### src/rtl/NVP_v1_constants.sv
// Shared constants and types for the NVP v1 datapath blocks.
package NVP_v1_constants;

    localparam int ACTIVATION_BANK_BIT_WIDTH = 128;

    typedef enum logic [1:0] {
        ST_FILL  = 2'd0,
        ST_EMIT  = 2'd1,
        ST_FLUSH = 2'd2
    } commit_packer_state_t;

endpackage

### src/rtl/commit_word_shifter.sv
// Word-granular left shifter: shifts a vector left by a run-time number of words, zero-filling.
module commit_word_shifter #(
    parameter int WORD_W    = 8,
    parameter int NUM_WORDS = 24,
    parameter int SHIFT_W   = 5
) (
    input  logic [NUM_WORDS*WORD_W-1:0] vec_i,
    input  logic [SHIFT_W-1:0]          shift_i,
    output logic [NUM_WORDS*WORD_W-1:0] vec_o
);

    logic [31:0] shamt;

    assign shamt = 32'(shift_i) * 32'(WORD_W);
    assign vec_o = vec_i << shamt;

endmodule

### src/rtl/commit_packer.sv
// Packs variable-length input beats into fixed-width output words, first word at the MSB.
module commit_packer
    import NVP_v1_constants::*;
#(
    parameter int DATA_BIT_WIDTH            = 8,
    parameter int IN_WORDS                  = 9,
    parameter int ACTIVATION_BANK_BIT_WIDTH = NVP_v1_constants::ACTIVATION_BANK_BIT_WIDTH
) (
    input  logic                                                   clk,
    input  logic                                                   resetn,
    input  logic                                                   i_valid,
    output logic                                                   o_ready,
    input  logic [$clog2(IN_WORDS+1)-1:0]                          i_count,
    input  logic [IN_WORDS*DATA_BIT_WIDTH-1:0]                     i_data,
    input  logic                                                   i_last,
    output logic                                                   o_valid,
    input  logic                                                   i_ready,
    output logic [ACTIVATION_BANK_BIT_WIDTH-1:0]                   o_data,
    output logic [$clog2(ACTIVATION_BANK_BIT_WIDTH/DATA_BIT_WIDTH+1)-1:0] o_fill,
    output logic                                                   o_last
);

    localparam int OUT_WORDS = ACTIVATION_BANK_BIT_WIDTH / DATA_BIT_WIDTH;
    localparam int BUF_WORDS = OUT_WORDS + IN_WORDS - 1;
    localparam int BUF_BITS  = BUF_WORDS * DATA_BIT_WIDTH;
    localparam int OUT_BITS  = OUT_WORDS * DATA_BIT_WIDTH;
    localparam int IN_BITS   = IN_WORDS * DATA_BIT_WIDTH;
    localparam int FILL_W    = $clog2(BUF_WORDS + 1);
    localparam int CNT_W     = $clog2(IN_WORDS + 1);
    localparam int OFILL_W   = $clog2(OUT_WORDS + 1);

    commit_packer_state_t state_q, state_d;
    logic [BUF_BITS-1:0]  buf_q, buf_d;
    logic [FILL_W-1:0]    fill_q, fill_d;

    logic [CNT_W-1:0]     cnt;
    logic [IN_BITS-1:0]   in_masked;
    logic [BUF_BITS-1:0]  in_vec;
    logic [BUF_BITS-1:0]  in_placed;
    logic [FILL_W-1:0]    shift_words;

    always_comb begin
        cnt = (i_count > CNT_W'(IN_WORDS)) ? CNT_W'(IN_WORDS) : i_count;
        in_masked = '0;
        for (int w = 0; w < IN_WORDS; w++) begin
            if (w < int'(cnt)) begin
                in_masked[(IN_WORDS-1-w)*DATA_BIT_WIDTH +: DATA_BIT_WIDTH] =
                    i_data[(IN_WORDS-1-w)*DATA_BIT_WIDTH +: DATA_BIT_WIDTH];
            end
        end
    end

    // Beat sits in the low words; shifting left by (OUT_WORDS-1-fill) lands its first word at fill.
    // Only meaningful in FILL, where fill never exceeds OUT_WORDS-1.
    assign in_vec      = {{(BUF_BITS-IN_BITS){1'b0}}, in_masked};
    assign shift_words = FILL_W'(OUT_WORDS - 1) - fill_q;

    commit_word_shifter #(
        .WORD_W    (DATA_BIT_WIDTH),
        .NUM_WORDS (BUF_WORDS),
        .SHIFT_W   (FILL_W)
    ) u_shifter (
        .vec_i   (in_vec),
        .shift_i (shift_words),
        .vec_o   (in_placed)
    );

    always_comb begin
        state_d = state_q;
        buf_d   = buf_q;
        fill_d  = fill_q;
        case (state_q)
            ST_FILL: begin
                if (i_valid) begin
                    buf_d  = buf_q | in_placed;
                    fill_d = fill_q + FILL_W'(cnt);
                    if (i_last)
                        state_d = ST_FLUSH;
                    else if (fill_d >= FILL_W'(OUT_WORDS))
                        state_d = ST_EMIT;
                end
            end
            ST_EMIT: begin
                if (i_ready) begin
                    buf_d   = buf_q << OUT_BITS;
                    fill_d  = fill_q - FILL_W'(OUT_WORDS);
                    state_d = ST_FILL;
                end
            end
            ST_FLUSH: begin
                if (i_ready) begin
                    if (fill_q > FILL_W'(OUT_WORDS)) begin
                        buf_d  = buf_q << OUT_BITS;
                        fill_d = fill_q - FILL_W'(OUT_WORDS);
                    end else begin
                        buf_d   = '0;
                        fill_d  = '0;
                        state_d = ST_FILL;
                    end
                end
            end
            default: state_d = ST_FILL;
        endcase
    end

    always_ff @(posedge clk) begin
        if (!resetn) begin
            state_q <= ST_FILL;
            buf_q   <= '0;
            fill_q  <= '0;
        end else begin
            state_q <= state_d;
            buf_q   <= buf_d;
            fill_q  <= fill_d;
        end
    end

    always_comb begin
        o_data = '0;
        for (int w = 0; w < OUT_WORDS; w++) begin
            if (w < int'(fill_q)) begin
                o_data[(OUT_WORDS-1-w)*DATA_BIT_WIDTH +: DATA_BIT_WIDTH] =
                    buf_q[(BUF_WORDS-1-w)*DATA_BIT_WIDTH +: DATA_BIT_WIDTH];
            end
        end
    end

    assign o_ready = (state_q == ST_FILL);
    assign o_valid = (state_q != ST_FILL);
    assign o_last  = (state_q == ST_FLUSH) && (fill_q <= FILL_W'(OUT_WORDS));
    assign o_fill  = (fill_q > FILL_W'(OUT_WORDS)) ? OFILL_W'(OUT_WORDS) : OFILL_W'(fill_q);

endmodule
### config.mk
export PLATFORM = sky130hd
export DESIGN_NAME = commit_packer
export DESIGN_NICKNAME = d
export VERILOG_FILES = /design/src/rtl/NVP_v1_constants.sv /design/src/rtl/commit_word_shifter.sv /design/src/rtl/commit_packer.sv
export SDC_FILE = /design/constraint.sdc
export NUM_CORES = 1
export LEC_CHECK = 0
export CAP_MARGIN = 20
export CORE_ASPECT_RATIO = 1.2
export CORE_MARGIN = 2
export CORE_UTILIZATION = 40
export DETAILED_ROUTE_END_ITERATION = 6
export PLACE_DENSITY = 0.58
export SLEW_MARGIN = 20
export SYNTH_ARGS = -nofsm -noshare
export SYNTH_HDL_FRONTEND = slang
export SYNTH_SLANG_ARGS = --single-unit
### constraint.sdc
create_clock -name clk -period 3.25 [get_ports clk]
set_input_delay 0.8125 -clock clk [delete_from_list [all_inputs] [get_ports clk]]
set_output_delay 0.8125 -clock clk [all_outputs]
set_load 0.02 [all_outputs]
# Yosys cells after proc, flatten, opt, wreduce, memory -nomap -nowiden

Index checks and enable logic that the tools add are counted.

$add $sub $neg: 3
$mul: 0
Div/mod/pow operators: 0
Magnitude comparators: 29
Equality and inequality tests: 7
Shifts and indexed selects: 1
Multiplexer cells: 44
Bitwise logic cells: 1
Reduce and logical (&&, ||, !) cells: 6

Operators with widths:

| cell                                                                 | count |
|---|---|
| 192-bit 2-to-1 mux                                                   | 4 |
| 192-bit case mux with 3 select lines                                 | 1 |
| 8-bit 2-to-1 mux                                                     | 25 |
| 192-bit OR                                                           | 1 |
| 72-bit by 8-bit << shifter with 192-bit output                       | 1 |
| 4-bit by 5-bit < comparator with 1-bit output (first input constant) | 8 |
| 5-bit 2-to-1 mux                                                     | 5 |
| 3-bit by 5-bit < comparator with 1-bit output (first input constant) | 4 |
| 3-bit by 4-bit < comparator with 1-bit output (first input constant) | 4 |
| 5-bit case mux with 3 select lines                                   | 1 |
| 2-bit 2-to-1 mux                                                     | 6 |
| 1-bit by 5-bit < comparator with 1-bit output (first input constant) | 2 |
| 2-bit by 5-bit < comparator with 1-bit output (first input constant) | 2 |
| 1-bit by 4-bit < comparator with 1-bit output (first input constant) | 2 |
| 2-bit by 4-bit < comparator with 1-bit output (first input constant) | 2 |
| 2-bit inequality test (second input constant)                        | 4 |
| 2-bit case mux with 3 select lines                                   | 1 |
| 5-bit by 4-bit adder with 5-bit output                               | 1 |
| 5-bit greater-or-equal comparator (second input constant)            | 1 |
| 5-bit > comparator (second input constant)                           | 1 |
| 5-bit less-or-equal comparator (second input constant)               | 1 |
| 5-bit AND reduction                                                  | 1 |
| 4-bit by 5-bit subtractor with 5-bit output (first input constant)   | 1 |
| 5-bit subtractor (second input constant)                             | 1 |
| 11 further kinds                                                     | 11 |

Register bits: 199
Latch bits: 0
RAM bits: 0
Memory bits (read-only): 0
Input bits: 81
Output and inout port bits: 136
Word-level logic and storage cells: 94
Memories kept: 0

# Depth between registers and ports, before layout

Gate-level depths: netlist (run 1).

Word-level depth: 8
Gate-level depth with buffers: 13
Mapped depth without buffers: 9

# Cells and area by module

A second synthesis (run 1) with hierarchy kept.

Cell total of the unflattened synthesis: 2085
Area, all modules: 17897.2 um2

Modules (own cells, without submodules):

| module              | times used | cells each | area an instance (um2) | sequential area each (um2) |
|---|---|---|---|---|
| commit_word_shifter | 1          | 1000       | 9187.6                 | 0.0 |
| commit_packer       | 1          | 1085       | 8709.6                 | 3983.8 |

# Least setup slack after synthesis (run 1)

Ideal clock, no wire load.

Kind: input-to-reg
From: in i_count[3]
To: reg fill_q[4]
Library setup time: 0.131 ns
Data arrival time: 2.677 ns
Required time: 3.119 ns
Path slack: 0.442 ns
Cell stages on the path: 13
Path buffers: 4
Cell sequence: buf_2 -> buf_2 -> buf_2 -> buf_2 -> o21ai_0 -> nand2b_1 -> ha_1 -> ha_1 -> nor3_1 -> a211oi_1 -> xnor2_1 -> o22a_1 -> a21oi_1

Word-level cells in the longest chain between the ends: 5

Ends and longest elaborated chain:

| element                                    | line                 | text |
|---|---|---|
| start: declaration                         | commit_packer.sv:13  | `input logic [$clog2(IN_WORDS+1)-1:0] i_count,` |
| 4-bit > comparator                         | commit_packer.sv:43  | `cnt = (i_count > CNT_W'(IN_WORDS)) ? CNT_W'(IN_WORDS) : i_count;` |
| 4-bit 2-to-1 mux (*)                       | commit_packer.sv:43  |  |
| 5-bit by 4-bit adder with 5-bit output (*) | commit_packer.sv:76  | `fill_d = fill_q + FILL_W'(cnt);` |
| 5-bit 2-to-1 mux (*)                       | commit_packer.sv:74  | `if (i_valid) begin` |
| 5-bit case mux with 3 select lines (*)     | commit_packer.sv:72  | `case (state_q)` |
| end signal: assignment                     | commit_packer.sv:114 | `fill_q <= fill_d;` |
| end: declaration                           | commit_packer.sv:34  | `logic [FILL_W-1:0] fill_q, fill_d;` |

Every way passes the cells marked *; elsewhere a longest branch is shown, timed or not. The select of a mux whose other input is x is not followed.
A chain may end at the register's enable or synchronous reset.

# Worst setup path in the final report (run 1)

From: reg fill_q[3]
To: out o_data[15]

Word-level cells in the longest chain between the ends: 2

Ends and longest elaborated chain:

| element                                       | line                 | text |
|---|---|---|
| 4-bit by 5-bit < comparator with 1-bit output | commit_packer.sv:121 | `if (w < int'(fill_q)) begin` |
| 8-bit 2-to-1 mux                              | commit_packer.sv:121 |  |
| end: declaration                              | commit_packer.sv:18  | `output logic [ACTIVATION_BANK_BIT_WIDTH-1:0] o_data,` |

Every way passes these cells.

==> results of run 1 <==
==> area by class of cell <==
type                       count  area [µm²]  share of cell area (%)
tap                          462       578.1                   3.080
multi-input combinational   1473        9315                   49.64
clock buffer                  17       425.4                   2.267
clock inverter                15       186.4                  0.9935
antenna                        2       5.005                 0.02667
inverter                      25       95.09                  0.5067
sequential                   199        3991                   21.27
timing repair buffer         462        4169                   22.22
==> metrics by stage <==
step	worst slack [ns]	cell area, µm²	hold slack [ns]	total power (W)	cells
floorplan	0.4421	14040	0.4159	0.007837	1879
detailed placement	-0.3155	18020	0.4422	0.01183	2620
CTS	0.007363	18690	0.4604	0.01419	2652
global route	0.002726	18760	0.4852	0.01503	2653
global placement	-0.3134	18020	0.4278	0.01177	2620
finish	-0.004867	18770	0.4563	0.01457	2655
==> cells by family after synthesis <==
group / Yosys count / synth area share, %
compound gates: 780 / 38.93
xor+xnor: 4 / 0.2495
fa+ha+maj: 8 / 0.7130
buf+inv: 207 / 6.372
flops: 199 / 28.38
mux: 10 / 0.7308
simple gates: 671 / 24.63
==> metal layers <==
metal / vias to the layer above / track usage [%] / share of wire, %
li1: 7780 / - / -
met1: 8625 / 51.03 / 36
met2: 1357 / 70.97 / 45
met3: 394 / 9.643 / 10
met4: 0 / 32.39 / 8.5
met5: - / 0 / 0
==> worst max-delay path, cell delays in order (launching register included) <==
cell and delay (ns):
dfxtp_1 0.35, and2_2 0.27, a21oi_2 0.56, nor2b_1 0.16, clkdlybuf4s50_1 0.59
==> synthesized netlist by cell type (9+ instances only) <==
master / instances
o211ai_1: 45
a221o_1: 25
buf_2: 52
and3_1: 33
a22o_1: 24
inv_1: 23
dfxtp_1: 199
o21ai_0: 133
nand4_1: 33
o21a_1: 24
nor4_1: 19
o22ai_1: 39
nand2b_1: 19
nand2_1: 139
buf_1: 14
a221oi_1: 13
a211o_1: 24
or3_1: 9
o211a_1: 14
o2111ai_1: 13
clkbuf_1: 108
a32o_1: 11
a21oi_1: 163
a31oi_1: 37
nor2b_1: 75
o221ai_1: 16
nor2_1: 152
a2111oi_0: 15
a32oi_1: 35
nand3_1: 46
nor3_1: 32
and2_1: 80
a211oi_1: 48
a22oi_1: 29
==> worst min-delay path by stage <==
| stage | from | to | slack (ns) |
|---|---|---|---|
| 6_report | buf_q[40]$_SDFFE_PN0P_ | buf_q[40]$_SDFFE_PN0P_ | 0.46 |
| 5_1_grt | buf_q[53]$_SDFFE_PN0P_ | buf_q[53]$_SDFFE_PN0P_ | 0.49 |
| 4_1_cts | buf_q[51]$_SDFFE_PN0P_ | buf_q[51]$_SDFFE_PN0P_ | 0.46 |
| 3_5_place_dp | buf_q[51]$_SDFFE_PN0P_ | buf_q[51]$_SDFFE_PN0P_ | 0.44 |
| 3_3_place_gp | buf_q[55]$_SDFFE_PN0P_ | buf_q[55]$_SDFFE_PN0P_ | 0.43 |
| 2_1_floorplan | buf_q[55]$_SDFFE_PN0P_ | buf_q[55]$_SDFFE_PN0P_ | 0.42 |
==> state kept, by name, summed over array words and instances, names as in the netlist <==
register  count
fill_q        5
state_q       2
buf_q       192
==> power by group through the flow <==
stage | Clock (W) | Sequential (W) | Combinational, W
2_1_floorplan | 0 | 0.00317 | 0.00467
3_3_place_gp | 0 | 0.00336 | 0.00842
3_5_place_dp | 0 | 0.00336 | 0.00846
4_1_cts | 0.00232 | 0.00331 | 0.00856
5_1_grt | 0.00241 | 0.00338 | 0.00925
6_report | 0.00232 | 0.00333 | 0.00892
==> repair_timing <==
| action | CTS | global route |
|---|---|---|
| endpoints found under the setup margin | 99 | 32 |
| gates cloned | 0 | 0 |
| resized for setup | 60 | 18 |
| setup buffers | 0 | 1 |
==> results_dict.tcl, run 1 <==
set metrics [dict create \
    outcome "finished, violations left" \
    violations "setup timing" \
    p_int_w 0.007314 \
    ant_nets 0 \
    grt.total_usage_pct 43.93 \
    regToRegSetupSlack_ns 0.11 \
    clk_pin_slew_ns 0.08 \
    vias 18156 \
    nNetsFinal 2267 \
    r2r_end "buf_q[139]$_SDFFE_PN0P_" \
    gp_congestion 1.036 \
    start_kind "register" \
    vdd_drop_max_mv 0.5153 \
    grt-ovfl-total 0 \
    clock_skew_ns 0.01510 \
    r2r.worst_path.cells 7 \
    crit_arrival_ns 2.44 \
    yosysSeqAreaShare_pct 28.38 \
    wl_per_cell_um 30.83 \
    mostFrequentLayoutCells "buf_4 (232), dfxtp_1 (195), clkdlybuf4s50_1 (159), a21oi_1 (157), nor2_1 (150)" \
    rr_startpoint "fill_q[0]$_SDFFE_PN0P_" \
    dr.pass1.iters 6 \
    drt_iter0_markers 2187 \
    leakage_nw 7.372 \
    fin_crit_sh_pct 100.1 \
    whs_path_depth 2 \
    synth_area_per_cell_um2 7.471 \
    hold_path_class "reg2reg" \
    ys_warn_count 0 \
    route.detailed.drc 0 \
    worst_slack_ns -0.004867 \
    async_flop_share_pct 0 \
    yosys.area.top_type "dfxtp_1" \
    fin_setup_tns_ns -0.004867 \
    pwr-share-comb_pct 61.2 \
    initial_core_util_pct 40.32 \
    die_area_um2 36620 \
    cts_hold_buf 0 \
    final_common_cell "buf_4" \
    cts_buffers 17 \
    ys_ff_latch 199 \
    finalSetupViolCount 1 \
    syn-num-nets 1968 \
    synth_cells 1879 \
    num_rows 75 \
    grt_pass1_wl_mm 117.8 \
    io_buffers 216 \
    die_h_um 209.2 \
    drive_above_1_share_pct 15.52 \
    antenna_found_initial 2 \
    fin_crit_ns 3.255 \
    core-area_um2 34810 \
    slew_headroom_pct 21.54 \
    synth_area_leaders "dfxtp_1 (28%), a21oi_1 (5.8%), o21ai_0 (4.7%)" \
    critical_path.endpoint "o_data[15]" \
    worst_pin_slew_ns 1.168 \
    clkPwrFrac_pct 15.9 \
    crit_required_ns 2.44 \
    area_growth_pct 33.67 \
    cts_sinks 199 \
    io_pins 217 \
    clock_path_buffers 2 \
    power-per-cell-area_nw_per_um2 776.5 \
    rsz0062_at_grt "false" \
    grt_pass1_vias 17535 \
    startpoint "fill_q[3]$_SDFFE_PN0P_" \
    maxCapViolations 0 \
    crit_type "reg2out" \
    ys.flop_type "dfxtp_1" \
    cp-end-kind "output pin" \
    die_w_um 175.0 \
    clk_latency_ns 0.49 \
    synthesis.area_um2 14040 \
    grt_max_degree 92 \
    cts_tree "yes" \
    cp_max_fo 8 \
    final_core_util_pct 53.90 \
    hold_violations 0 \
    htreeDepth 4 \
    yosysTopAreaCellShare_pct 28.38 \
    synth_edf_count 0 \
    p_sw_w 0.007257 \
    synth_cell_types 85 \
    wl_mm 81.86 \
    viasPerCell 6.838 \
    cts-root-buf "clkbuf_16" \
    dp_hpwl_mm 61.58 \
    seqPwrFrac_pct 22.9 \
    fmax_mhz 307.2 \
    swShare_pct 49.81 \
    slew_viol_final 0 \
    n_fill_cell 3420 \
]
Power figures use the tool's default switching activity.
==> inputs of run 2 (changes only) <==
Settings changed: ABC_CLOCK_PERIOD_IN_PS from default to 3250, CORE_MARGIN 2 to 3.
==> run 2 against run 1 <==
The flow still finishes with violations (setup timing). Final cell count fell by 0.23%. Sequential share of layout area fell by 0.13 points. Clock skew fell by 0.0019 ns. Routed wire length rose by 2.8%. Power rose by 0.50%. Combinational power barely moved. Highest routed layer unchanged.
==> results_dict.tcl, run 2 (synthesized netlist as in run 1, its figures left out) <==
set metrics [dict create \
    outcome "finished, violations left" \
    violations "setup timing" \
    clock_path_buffers 2 \
    route.detailed.drc 0 \
    wl_per_cell_um 31.78 \
    nNetsFinal 2267 \
    vias 18345 \
    crit_type "reg2out" \
    finalSetupViolCount 2 \
    htreeDepth 4 \
    power-per-cell-area_nw_per_um2 774.3 \
    hold_path_class "reg2reg" \
    clk_latency_ns 0.47 \
    fin_setup_tns_ns -0.002159 \
    core-area_um2 34350 \
    maxCapViolations 0 \
    worst_slack_ns -0.001096 \
    cp-end-kind "output pin" \
    antenna_found_initial 1 \
    cts_buffers 17 \
    wl_mm 84.18 \
    fin_area_um2 18910 \
    fmax_mhz 307.6 \
    largest_reg_flops 192 \
    whs_path_depth 2 \
    r2r.worst_path.cells 8 \
    cts_sinks 199 \
    crit_required_ns 2.44 \
    initial_core_util_pct 40.87 \
    rsz0062_at_grt "true" \
    num_rows 74 \
    final_common_cell "buf_4" \
    dp_hpwl_mm 62.37 \
    dp_cells 2610 \
    dpl-instance-area_um2 18030 \
    io_pins 217 \
    n_fill_cell 3325 \
    hold_violations 0 \
    dr.pass1.iters 7 \
    holdPathEnd "buf_q[55]$_SDFFE_PN0P_" \
    clock_skew_ns 0.01320 \
    slew_headroom_pct 12.99 \
    cp_max_fo 23 \
    area_growth_pct 34.71 \
    crit_arrival_ns 2.44 \
    pre_cts_slack_ns -0.1832 \
    leakage_nw 7.401 \
    vdd_drop_max_mv 0.3617 \
    gp_congestion 1.062 \
    holdWs_ns 0.4399 \
    drt_iter0_markers 2613 \
    viasPerCell 6.925 \
    fin_crit_sh_pct 100.0 \
    die_h_um 211.2 \
    grt_max_degree 63 \
    rr_startpoint "fill_q[1]$_SDFFE_PN0P_" \
    io_buffers 216 \
    finalNonFillerCells 2649 \
    start_kind "register" \
    cts_hold_buf 0 \
    regToRegSetupSlack_ns 0.23 \
    worst_pin_slew_ns 1.295 \
    clk_pin_slew_ns 0.08 \
    grt.total_usage_pct 43.23 \
    slew_viol_final 0 \
    fin_crit_ns 3.251 \
    cts-root-buf "clkbuf_16" \
    grt_pass1_wl_mm 119.0 \
    top_regs "buf_q x192, fill_q x5, state_q x2" \
    multi_input_area_um2 9314 \
    grt-ovfl-total 0 \
    mostFrequentLayoutCells "buf_4 (223), dfxtp_1 (194), clkdlybuf4s50_1 (179), a21oi_1 (157), nor2_1 (149)" \
    r2r_end "buf_q[145]$_SDFFE_PN0P_" \
    grt_pass1_vias 17349 \
    cts_tree "yes" \
    die_area_um2 37390 \
    die_w_um 177.0 \
    seq_area_um2 3998 \
    drive_above_1_share_pct 15.65 \
    ant_nets 0 \
    regMostFlops "buf_q" \
    hp-start "buf_q[55]$_SDFFE_PN0P_" \
]
-- run 2: repair_timing --
action | CTS | global route
setup endpoints to repair | 99 | 61
pin swaps | 1 | 2
gates cloned | 0 | 2
buffers inserted | 1 | 2
resized for setup | 42 | 28
-- run 2: per-stage QoR --
stage	utilization [%]	power, W
finish	55.06	0.01464
detailed placement	52.49	0.01172
CTS	54.60	0.01417
global placement	52.49	0.01169
global route	55.04	0.01512
floorplan	-	0.007837
-- run 2: power by group --
group / total, W / switching (W) / internal (W)
Sequential: 0.00338 / 0.000462 / 0.00292
Combinational: 0.00894 / 0.00567 / 0.00327
Clock: 0.00232 / 0.00126 / 0.00107
-- run 2: layout make-up --
type	count	share of cell area, %
clock buffer	17	2.249
inverter	25	0.5094
sequential	199	21.14
antenna	2	0.02646
clock inverter	15	1.006
multi-input combinational	1473	49.25
tap	456	3.017
timing repair buffer	462	22.81
-- run 2: worst max path at each step --
stage / from / endpoint / slack, ns / cells past startpoint
6_report: fill_q[2]$_SDFFE_PN0P_ / o_data[106] / -0.001 / 6
5_1_grt: fill_q[0]$_SDFFE_PN0P_ / o_last / -0.03 / 5
3_5_place_dp: i_count[2] / buf_q[128]$_SDFFE_PN0P_ / -0.18 / 8
3_3_place_gp: i_count[2] / buf_q[128]$_SDFFE_PN0P_ / -0.22 / 8
4_1_cts: fill_q[0]$_SDFFE_PN0P_ / o_data[57] / -0.04 / 6
2_1_floorplan: i_count[3] / fill_q[4]$_SDFFE_PN0P_ / 0.44 / 13
-- run 2: worst max-delay path: stages (launching register included) --
cell	delay, ns
dfxtp_2	0.37
buf_12	0.18
or3_4	0.39
nor2_1	0.23
buf_4	0.20
nor2b_1	0.05
clkdlybuf4s50_1	0.54
-- run 2: routing by layer --
layer  global-route usage (%)  up-vias  wire length (µm)
met5                        0        -                 0
met4                    33.85        0              8134
met3                    8.414      390              8537
met2                    68.51     1435             37410
met1                    51.11     8733             30100
li1                         -     7787                 -
